**src/rtl/muldiv_sequencer_pkg.sv**
```systemverilog
// Shared definitions for the MULT/DIV sequencer.
// The control unit uses the same operation codes when it drives the op input.
//   OP_MULT / OP_DIV : operation select codes for op
//   state_e          : sequencer FSM state encoding
package muldiv_sequencer_pkg;

    localparam logic OP_MULT = 1'b0;
    localparam logic OP_DIV  = 1'b1;

    typedef enum logic [1:0] {
        S_IDLE = 2'd0,
        S_RUN  = 2'd1,
        S_FIX  = 2'd2,
        S_DONE = 2'd3
    } state_e;

endpackage

```
**src/rtl/muldiv_sequencer_if.sv**
```systemverilog
// Request/response bundle between the control unit and the MULT/DIV engine.
//   master : control unit side; drives start/op/a_in/b_in and reads the results
//   slave  : engine side; drives busy/done/div_zero/HI_reg_w/LO_reg_w/hi_out/lo_out
interface muldiv_sequencer_if #(
    parameter int WIDTH = 32
) ();
    logic             start;
    logic             op;
    logic [WIDTH-1:0] a_in;
    logic [WIDTH-1:0] b_in;
    logic             busy;
    logic             done;
    logic             div_zero;
    logic             HI_reg_w;
    logic             LO_reg_w;
    logic [WIDTH-1:0] hi_out;
    logic [WIDTH-1:0] lo_out;

    modport master (
        output start, op, a_in, b_in,
        input  busy, done, div_zero, HI_reg_w, LO_reg_w, hi_out, lo_out
    );

    modport slave (
        input  start, op, a_in, b_in,
        output busy, done, div_zero, HI_reg_w, LO_reg_w, hi_out, lo_out
    );
endinterface

```
**src/rtl/muldiv_sequencer_datapath.sv**
```systemverilog
// Arithmetic core of the MULT/DIV engine: operand magnitude registers, the
// shared WIDTH+1 bit adder and the sign-correction logic.
//   clk, rst     : clock and synchronous active-high reset
//   load         : capture op, operand magnitudes and operand signs
//   step         : perform one shift-add (MULT) or restoring-divide (DIV) bit
//   op, a_in, b_in : operation and raw two's-complement operands
//   res_hi/res_lo  : sign-corrected result (product high/low or remainder/quotient)
module muldiv_sequencer_datapath
    import muldiv_sequencer_pkg::*;
#(
    parameter int WIDTH = 32
) (
    input  logic             clk,
    input  logic             rst,
    input  logic             load,
    input  logic             step,
    input  logic             op,
    input  logic [WIDTH-1:0] a_in,
    input  logic [WIDTH-1:0] b_in,
    output logic [WIDTH-1:0] res_hi,
    output logic [WIDTH-1:0] res_lo
);

    logic [WIDTH-1:0] acc_hi_q, acc_hi_d;
    logic [WIDTH-1:0] acc_lo_q, acc_lo_d;
    logic [WIDTH-1:0] divisor_q, divisor_d;
    logic             op_q, op_d;
    logic             sign_a_q, sign_a_d;
    logic             sign_b_q, sign_b_d;

    logic [WIDTH:0]     add_x, add_y, sum;
    logic               add_cin;
    logic [WIDTH-1:0]   rem_sh;
    logic               rem_ge;
    logic [2*WIDTH-1:0] prod, prod_fix;

    // |v| as an unsigned WIDTH-bit value; |-2^(WIDTH-1)| still fits.
    function automatic logic [WIDTH-1:0] magnitude(input logic [WIDTH-1:0] v);
        return v[WIDTH-1] ? (~v + WIDTH'(1)) : v;
    endfunction

    // Shared adder: MULT adds |b| into acc_hi when the multiplier bit is set;
    // DIV subtracts |b| from the shifted remainder (add of ~|b| plus carry-in).
    // The remainder is always below |b| <= 2^(WIDTH-1), so after the shift it
    // still fits in WIDTH bits and bit WIDTH of the sum is a clean borrow flag.
    always_comb begin
        rem_sh = {acc_hi_q[WIDTH-2:0], acc_lo_q[WIDTH-1]};
        if (op_q == OP_DIV) begin
            add_x   = {1'b0, rem_sh};
            add_y   = ~{1'b0, divisor_q};
            add_cin = 1'b1;
        end else begin
            add_x   = {1'b0, acc_hi_q};
            add_y   = acc_lo_q[0] ? {1'b0, divisor_q} : '0;
            add_cin = 1'b0;
        end
        sum    = add_x + add_y + (WIDTH+1)'(add_cin);
        rem_ge = ~sum[WIDTH];
    end

    always_comb begin
        acc_hi_d  = acc_hi_q;
        acc_lo_d  = acc_lo_q;
        divisor_d = divisor_q;
        op_d      = op_q;
        sign_a_d  = sign_a_q;
        sign_b_d  = sign_b_q;
        if (load) begin
            op_d      = op;
            sign_a_d  = a_in[WIDTH-1];
            sign_b_d  = b_in[WIDTH-1];
            acc_hi_d  = '0;
            acc_lo_d  = magnitude(a_in);
            divisor_d = magnitude(b_in);
        end else if (step) begin
            if (op_q == OP_DIV) begin
                acc_hi_d = rem_ge ? sum[WIDTH-1:0] : rem_sh;
                acc_lo_d = {acc_lo_q[WIDTH-2:0], rem_ge};
            end else begin
                // Carry out of the add shifts into the top of acc_hi.
                acc_hi_d = sum[WIDTH:1];
                acc_lo_d = {sum[0], acc_lo_q[WIDTH-1:1]};
            end
        end
    end

    always_ff @(posedge clk) begin
        if (rst) begin
            acc_hi_q  <= '0;
            acc_lo_q  <= '0;
            divisor_q <= '0;
            op_q      <= 1'b0;
            sign_a_q  <= 1'b0;
            sign_b_q  <= 1'b0;
        end else begin
            acc_hi_q  <= acc_hi_d;
            acc_lo_q  <= acc_lo_d;
            divisor_q <= divisor_d;
            op_q      <= op_d;
            sign_a_q  <= sign_a_d;
            sign_b_q  <= sign_b_d;
        end
    end

    // Sign correction: quotient/product follow sign(a)^sign(b); the remainder
    // follows the dividend so that division truncates toward zero.
    always_comb begin
        prod     = {acc_hi_q, acc_lo_q};
        prod_fix = (sign_a_q ^ sign_b_q) ? -prod : prod;
        if (op_q == OP_DIV) begin
            res_lo = (sign_a_q ^ sign_b_q) ? -acc_lo_q : acc_lo_q;
            res_hi = sign_a_q ? -acc_hi_q : acc_hi_q;
        end else begin
            res_hi = prod_fix[2*WIDTH-1:WIDTH];
            res_lo = prod_fix[WIDTH-1:0];
        end
    end

endmodule

```
**src/rtl/muldiv_sequencer.sv**
```systemverilog
// Multicycle signed MULT/DIV engine: FSM, iteration counter, result registers
// and the done/write-enable pulses seen by the control unit.
//   clk      : system clock
//   reset_in : synchronous active-high reset; aborts any operation in flight
//   bus      : muldiv_sequencer_if slave (start/op/a_in/b_in in;
//              busy/done/div_zero/HI_reg_w/LO_reg_w/hi_out/lo_out out)
module muldiv_sequencer
    import muldiv_sequencer_pkg::*;
#(
    parameter int WIDTH = 32,
    parameter int CNT_W = 5
) (
    input  logic                 clk,
    input  logic                 reset_in,
    muldiv_sequencer_if.slave    bus
);

    state_e           state_q, state_d;
    logic [CNT_W-1:0] cnt_q, cnt_d;
    logic             dz_q, dz_d;
    logic [WIDTH-1:0] hi_out_q, hi_out_d;
    logic [WIDTH-1:0] lo_out_q, lo_out_d;

    logic             load, step;
    logic [WIDTH-1:0] res_hi, res_lo;

    muldiv_sequencer_datapath #(
        .WIDTH (WIDTH)
    ) u_datapath (
        .clk    (clk),
        .rst    (reset_in),
        .load   (load),
        .step   (step),
        .op     (bus.op),
        .a_in   (bus.a_in),
        .b_in   (bus.b_in),
        .res_hi (res_hi),
        .res_lo (res_lo)
    );

    always_comb begin
        state_d  = state_q;
        cnt_d    = cnt_q;
        dz_d     = dz_q;
        hi_out_d = hi_out_q;
        lo_out_d = lo_out_q;
        load     = 1'b0;
        step     = 1'b0;
        unique case (state_q)
            S_IDLE: begin
                if (bus.start) begin
                    load  = 1'b1;
                    cnt_d = '0;
                    // Divide-by-zero skips the iterations but still passes
                    // through FIX, giving its done pulse a two-cycle latency.
                    if (bus.op == OP_DIV && bus.b_in == '0) begin
                        dz_d    = 1'b1;
                        state_d = S_FIX;
                    end else begin
                        dz_d    = 1'b0;
                        state_d = S_RUN;
                    end
                end
            end
            S_RUN: begin
                step  = 1'b1;
                cnt_d = cnt_q + CNT_W'(1);
                if (cnt_q == CNT_W'(WIDTH-1)) begin
                    state_d = S_FIX;
                end
            end
            S_FIX: begin
                // Results are registered here so they are valid during done.
                if (!dz_q) begin
                    hi_out_d = res_hi;
                    lo_out_d = res_lo;
                end
                state_d = S_DONE;
            end
            S_DONE: begin
                state_d = S_IDLE;
            end
            default: state_d = S_IDLE;
        endcase
    end

    always_ff @(posedge clk) begin
        if (reset_in) begin
            state_q  <= S_IDLE;
            cnt_q    <= '0;
            dz_q     <= 1'b0;
            hi_out_q <= '0;
            lo_out_q <= '0;
        end else begin
            state_q  <= state_d;
            cnt_q    <= cnt_d;
            dz_q     <= dz_d;
            hi_out_q <= hi_out_d;
            lo_out_q <= lo_out_d;
        end
    end

    assign bus.busy     = (state_q != S_IDLE);
    assign bus.done     = (state_q == S_DONE);
    assign bus.div_zero = (state_q == S_DONE) &&  dz_q;
    assign bus.HI_reg_w = (state_q == S_DONE) && !dz_q;
    assign bus.LO_reg_w = (state_q == S_DONE) && !dz_q;
    assign bus.hi_out   = hi_out_q;
    assign bus.lo_out   = lo_out_q;

endmodule

```
**src/flat_wrapper.sv**
```systemverilog
// flat-port wrapper written by rule: the top's interface ports become plain ports
module muldiv_sequencer_flat import muldiv_sequencer_pkg::*;
#(
    parameter int WIDTH = 32,
    parameter int CNT_W = 5
)
  (clk, reset_in, bus_start, bus_op, bus_a_in, bus_b_in, bus_busy, bus_done, bus_div_zero, bus_HI_reg_w, bus_LO_reg_w, bus_hi_out, bus_lo_out);
  muldiv_sequencer_if #(.WIDTH(WIDTH)) bus_i ();
  input  logic clk;
  input  logic reset_in;
  input wire logic [$bits(bus_i.start)-1:0] bus_start;
  input wire logic [$bits(bus_i.op)-1:0] bus_op;
  input wire logic [$bits(bus_i.a_in)-1:0] bus_a_in;
  input wire logic [$bits(bus_i.b_in)-1:0] bus_b_in;
  output wire logic [$bits(bus_i.busy)-1:0] bus_busy;
  output wire logic [$bits(bus_i.done)-1:0] bus_done;
  output wire logic [$bits(bus_i.div_zero)-1:0] bus_div_zero;
  output wire logic [$bits(bus_i.HI_reg_w)-1:0] bus_HI_reg_w;
  output wire logic [$bits(bus_i.LO_reg_w)-1:0] bus_LO_reg_w;
  output wire logic [$bits(bus_i.hi_out)-1:0] bus_hi_out;
  output wire logic [$bits(bus_i.lo_out)-1:0] bus_lo_out;
  assign bus_i.start = bus_start;
  assign bus_i.op = bus_op;
  assign bus_i.a_in = bus_a_in;
  assign bus_i.b_in = bus_b_in;
  assign bus_busy = bus_i.busy;
  assign bus_done = bus_i.done;
  assign bus_div_zero = bus_i.div_zero;
  assign bus_HI_reg_w = bus_i.HI_reg_w;
  assign bus_LO_reg_w = bus_i.LO_reg_w;
  assign bus_hi_out = bus_i.hi_out;
  assign bus_lo_out = bus_i.lo_out;
  muldiv_sequencer #(.WIDTH(WIDTH), .CNT_W(CNT_W)) u_core (.clk(clk), .reset_in(reset_in), .bus(bus_i));
endmodule
```
**config.mk**
```make
export PLATFORM = sky130hd
export DESIGN_NAME = muldiv_sequencer_flat
export DESIGN_NICKNAME = d
export VERILOG_FILES = /design/src/rtl/muldiv_sequencer_pkg.sv /design/src/rtl/muldiv_sequencer_if.sv /design/src/rtl/muldiv_sequencer_datapath.sv /design/src/rtl/muldiv_sequencer.sv /design/src/flat_wrapper.sv
export SDC_FILE = /design/constraint.sdc
export NUM_CORES = 1
export LEC_CHECK = 0
export BUFFER_PORTS_ARGS = -buffer_cell sky130_fd_sc_hd__buf_2
export CAP_MARGIN = 40
export CORE_MARGIN = 2
export CORE_UTILIZATION = 50
export DETAILED_ROUTE_END_ITERATION = 7
export GPL_TIMING_DRIVEN = 0
export PLACE_DENSITY = 0.7
export SYNTH_ARGS = -nofsm -noshare
export SYNTH_HDL_FRONTEND = slang
export SYNTH_SLANG_ARGS = --single-unit
```
**constraint.sdc**
```tcl
create_clock -name clk -period 14.8 [get_ports clk]
set_input_delay 2.96 -clock clk [delete_from_list [all_inputs] [get_ports clk]]
set_output_delay 2.96 -clock clk [all_outputs]
set_load 0.01 [all_outputs]
```
==> impl_metrics.ini <==
[flow_run]
maxCapViolCount = 0

[synth]
syn_area_sq_mm = 0.0125
ys_async_sr_fraction_pct = 0
yosys_warnings = 0
post-synth-top-area-cell = dfxtp_1
syn_inst = 1629
ys_seq_area_share_pct = 27.4
avgSynthCellArea_sq_um = 7.66
synth.top_cell.area_share_pct = 27.4
synth-edff-count = 0
synthFlopType = dfxtp_1
syn_nets = 1741
synth.distinct_cells = 66
synth_area_leaders = dfxtp_1, a211oi_1, nor2_1
ys_seq_elements = 171

[floorplan]
die_width_microns = 162
die_h_microns = 162
start_util_pct = 51.2
fp-row-count = 57
io_pins = 137
die_area_sq_mm = 0.0262
core_area_sq_mm = 0.0244

[cts]
cts_tree = yes
cts_resized = 0
cts.sinks = 171
hold_buffers = 0
clk_path_buf_depth = 2
cts_setup_buffers = 0
worstSkewPairLatency_ns = 0.44
htreeDepth = 4
cts_buffers = 17
path_clk_slew_ns = 0.08
clock-root-buffer = clkbuf_16

[worst_setup_path]
cp.arrival_ns = 6.85
r2r.worst_path.cells = 18
rrSetupSlack_ns = 8.27
r2r-start = u_core.u_datapath.op_q
startpoint_type = register
critPathRequiredTime_ns = 15.12
crit_path_end_kind = register
worstSetupPathType = register to register
worstReg2RegEnd = u_core.u_datapath.acc_hi_q[27]
path_max_fanout = 10

[sta]
fin_worst_skew_ns = 0.0156
fmax_ghz = 0.153
fin_crit_ns = 6.53
worst_pin_slew_ns = 0.917
slew_headroom_pct = 38.9
finalCritPeriodShare_pct = 44.1
rsz0062_at_grt = false
report.final.slew_viol_count = 0
tns_ns = 0
finalHoldViolations = 0
setup_viol = 0

[power]
p_leak_nw = 5.59
powerDensity_mw_per_mm2 = 179
vdd.ir_drop.worst_mv = 0.0844

[worst_hold_path]
hold_path_depth = 2
min_delay_worst_endpoint = u_core.bus.hi_out[14]
worstHoldStart = u_core.bus.hi_out[14]
min_path_type = register to register

[routing]
drt_iter0_drc = 1097
num_vias = 12600
wl_per_cell_microns = 18.8
via_per_inst = 5.96
drt_first_pass_iters = 6
drc = 0
antenna_left = 0
finalWirelength_microns = 39800

[global_route]
gr-usage-all-layers_pct = 29.9
grt_max_degree = 19
grt_pass1_wl_microns = 62600
antenna_found_initial = 0
grt_pass1_vias = 11500
gr-total-overflow = 0

[cells_and_area]
layout-drive-gt1-share_pct = 12.6
synthToLayoutAreaGrowth_pct = 13.3
antennaDiodeCount = 0
stdcell_area_sq_mm = 0.0141
stdcell_count = 2120
post-route-util_pct = 58.0
fillers = 2373
final_cell_mix = nor2_1, dfxtp_1, buf_2
layout_commonest_cell = nor2_1
fin_nets = 1896

[placed_design]
placed_area_sq_mm = 0.0136
dpl.hpwl_microns = 31700
dp.cells = 2089
portBuffers = 136
gp_congestion = 0.956

[status]
outcome = finished, final reports clean
## worst max path at each step
stage | startpoint | end | slack [ns]
after floorplan | bus_b_in[3] | u_core.u_datapath.divisor_q[29] | 8.95
after global routing | u_core.u_datapath.op_q | u_core.u_datapath.acc_hi_q[29] | 7.98
final | u_core.u_datapath.op_q | u_core.u_datapath.acc_hi_q[27] | 8.27
after CTS | u_core.u_datapath.op_q | u_core.u_datapath.acc_hi_q[27] | 8.55
after detailed placement | u_core.u_datapath.op_q | u_core.u_datapath.acc_hi_q[27] | 8.56
after global placement | u_core.u_datapath.op_q | u_core.u_datapath.acc_hi_q[27] | 8.52
## kinds of logic (layout without fill, tap and decap cells)
kind of cell | count (synthesis) | count (layout) | share of synthesized area [%]
adders and majority gates | 44 | 44 | 4.53
DFF | 171 | 171 | 27.4
buffers and inverters | 164 | 331 | 4.96
muxes | 96 | 96 | 8.02
AOI/OAI and AO/OA | 488 | 488 | 25.7
and+or+nand+nor | 526 | 526 | 19.5
xor gates and xnor gates | 140 | 140 | 9.83
## where the power goes
group	total (mW)	internal, mW	switching (mW)	leakage [nW]
sequential	0.720	0.600	0.120	1.40
combinational	1.37	0.482	0.884	3.92
clock	0.448	0.224	0.223	0.275
total	2.53	1.31	1.23	5.59
## critical path, stage by stage, from the launching register on
cell,delay [ns]
dfxtp_1,0.39
clkbuf_1,0.31
clkbuf_1,0.43
clkbuf_1,0.57
nor2_1,0.36
clkbuf_1,0.30
mux2i_1,0.23
fa_1,0.24
inv_1,0.07
fa_1,0.43
a211oi_1,0.31
o211ai_1,0.16
a31oi_1,0.54
o22ai_1,0.22
o21ai_1,0.41
clkbuf_1,0.53
buf_1,0.52
mux2i_1,0.27
o211ai_1,0.10
## cells in the mapped netlist, types with 11 or more instances
cell type / instances
ha_1: 42
inv_1: 25
a21oi_1: 109
o41ai_1: 13
nand3_1: 37
nand2b_1: 17
nor4_1: 15
or4_1: 14
o21ai_0: 104
o211ai_1: 11
mux2i_1: 64
a211oi_1: 125
nor2_1: 217
clkbuf_1: 124
a31o_2: 13
nor3_1: 20
or3_1: 30
o31ai_1: 25
xor2_1: 84
mux2_2: 32
a21o_1: 15
a31oi_1: 14
buf_1: 14
nand2_1: 127
dfxtp_1: 171
xnor2_1: 56
## sequential cells by signal, summed over array words and instances (netlist names)
name / flops
u_core.u_datapath.acc_hi_q: 32
u_core.u_datapath.divisor_q: 32
u_core.u_datapath.acc_lo_q: 32
u_core.bus.lo_out: 32
u_core.u_datapath.sign_a_q: 1
u_core.u_datapath.op_q: 1
u_core.u_datapath.sign_b_q: 1
u_core.state_q: 2
u_core.dz_q: 1
u_core.bus.hi_out: 32
u_core.cnt_q: 5
## stage by stage
step | hold slack (ns) | power (mW) | worst slack, ns
floorplan | 0.450 | 1.65 | 8.95
CTS | 0.451 | 2.50 | 8.55
detailed placement | 0.442 | 2.06 | 8.56
finish | 0.450 | 2.53 | 8.27
global placement | 0.436 | 2.04 | 8.52
global route | 0.476 | 2.71 | 7.98
## layer usage
metal | GRT usage, % | share of wire, % | up-vias
met5 | 0 | 0 | -
met4 | 7.40 | 1.6 | 0
met3 | 8.15 | 9.5 | 40
met2 | 45.4 | 43 | 492
met1 | 42.2 | 46 | 5879
li1 | - | - | 6229
## final cells by class
type                       count  area (sq um)  area share (%)
multi-input combinational   1294          8440            59.7
clock inverter                14           150            1.06
timing repair buffer         136           681            4.81
buffer                       139           526            3.72
inverter                      25          93.8           0.664
sequential                   171          3420            24.2
clock buffer                  17           425            3.01
tap                          324           405            2.87
No activity file was read; power rests on OpenSTA's default activity.
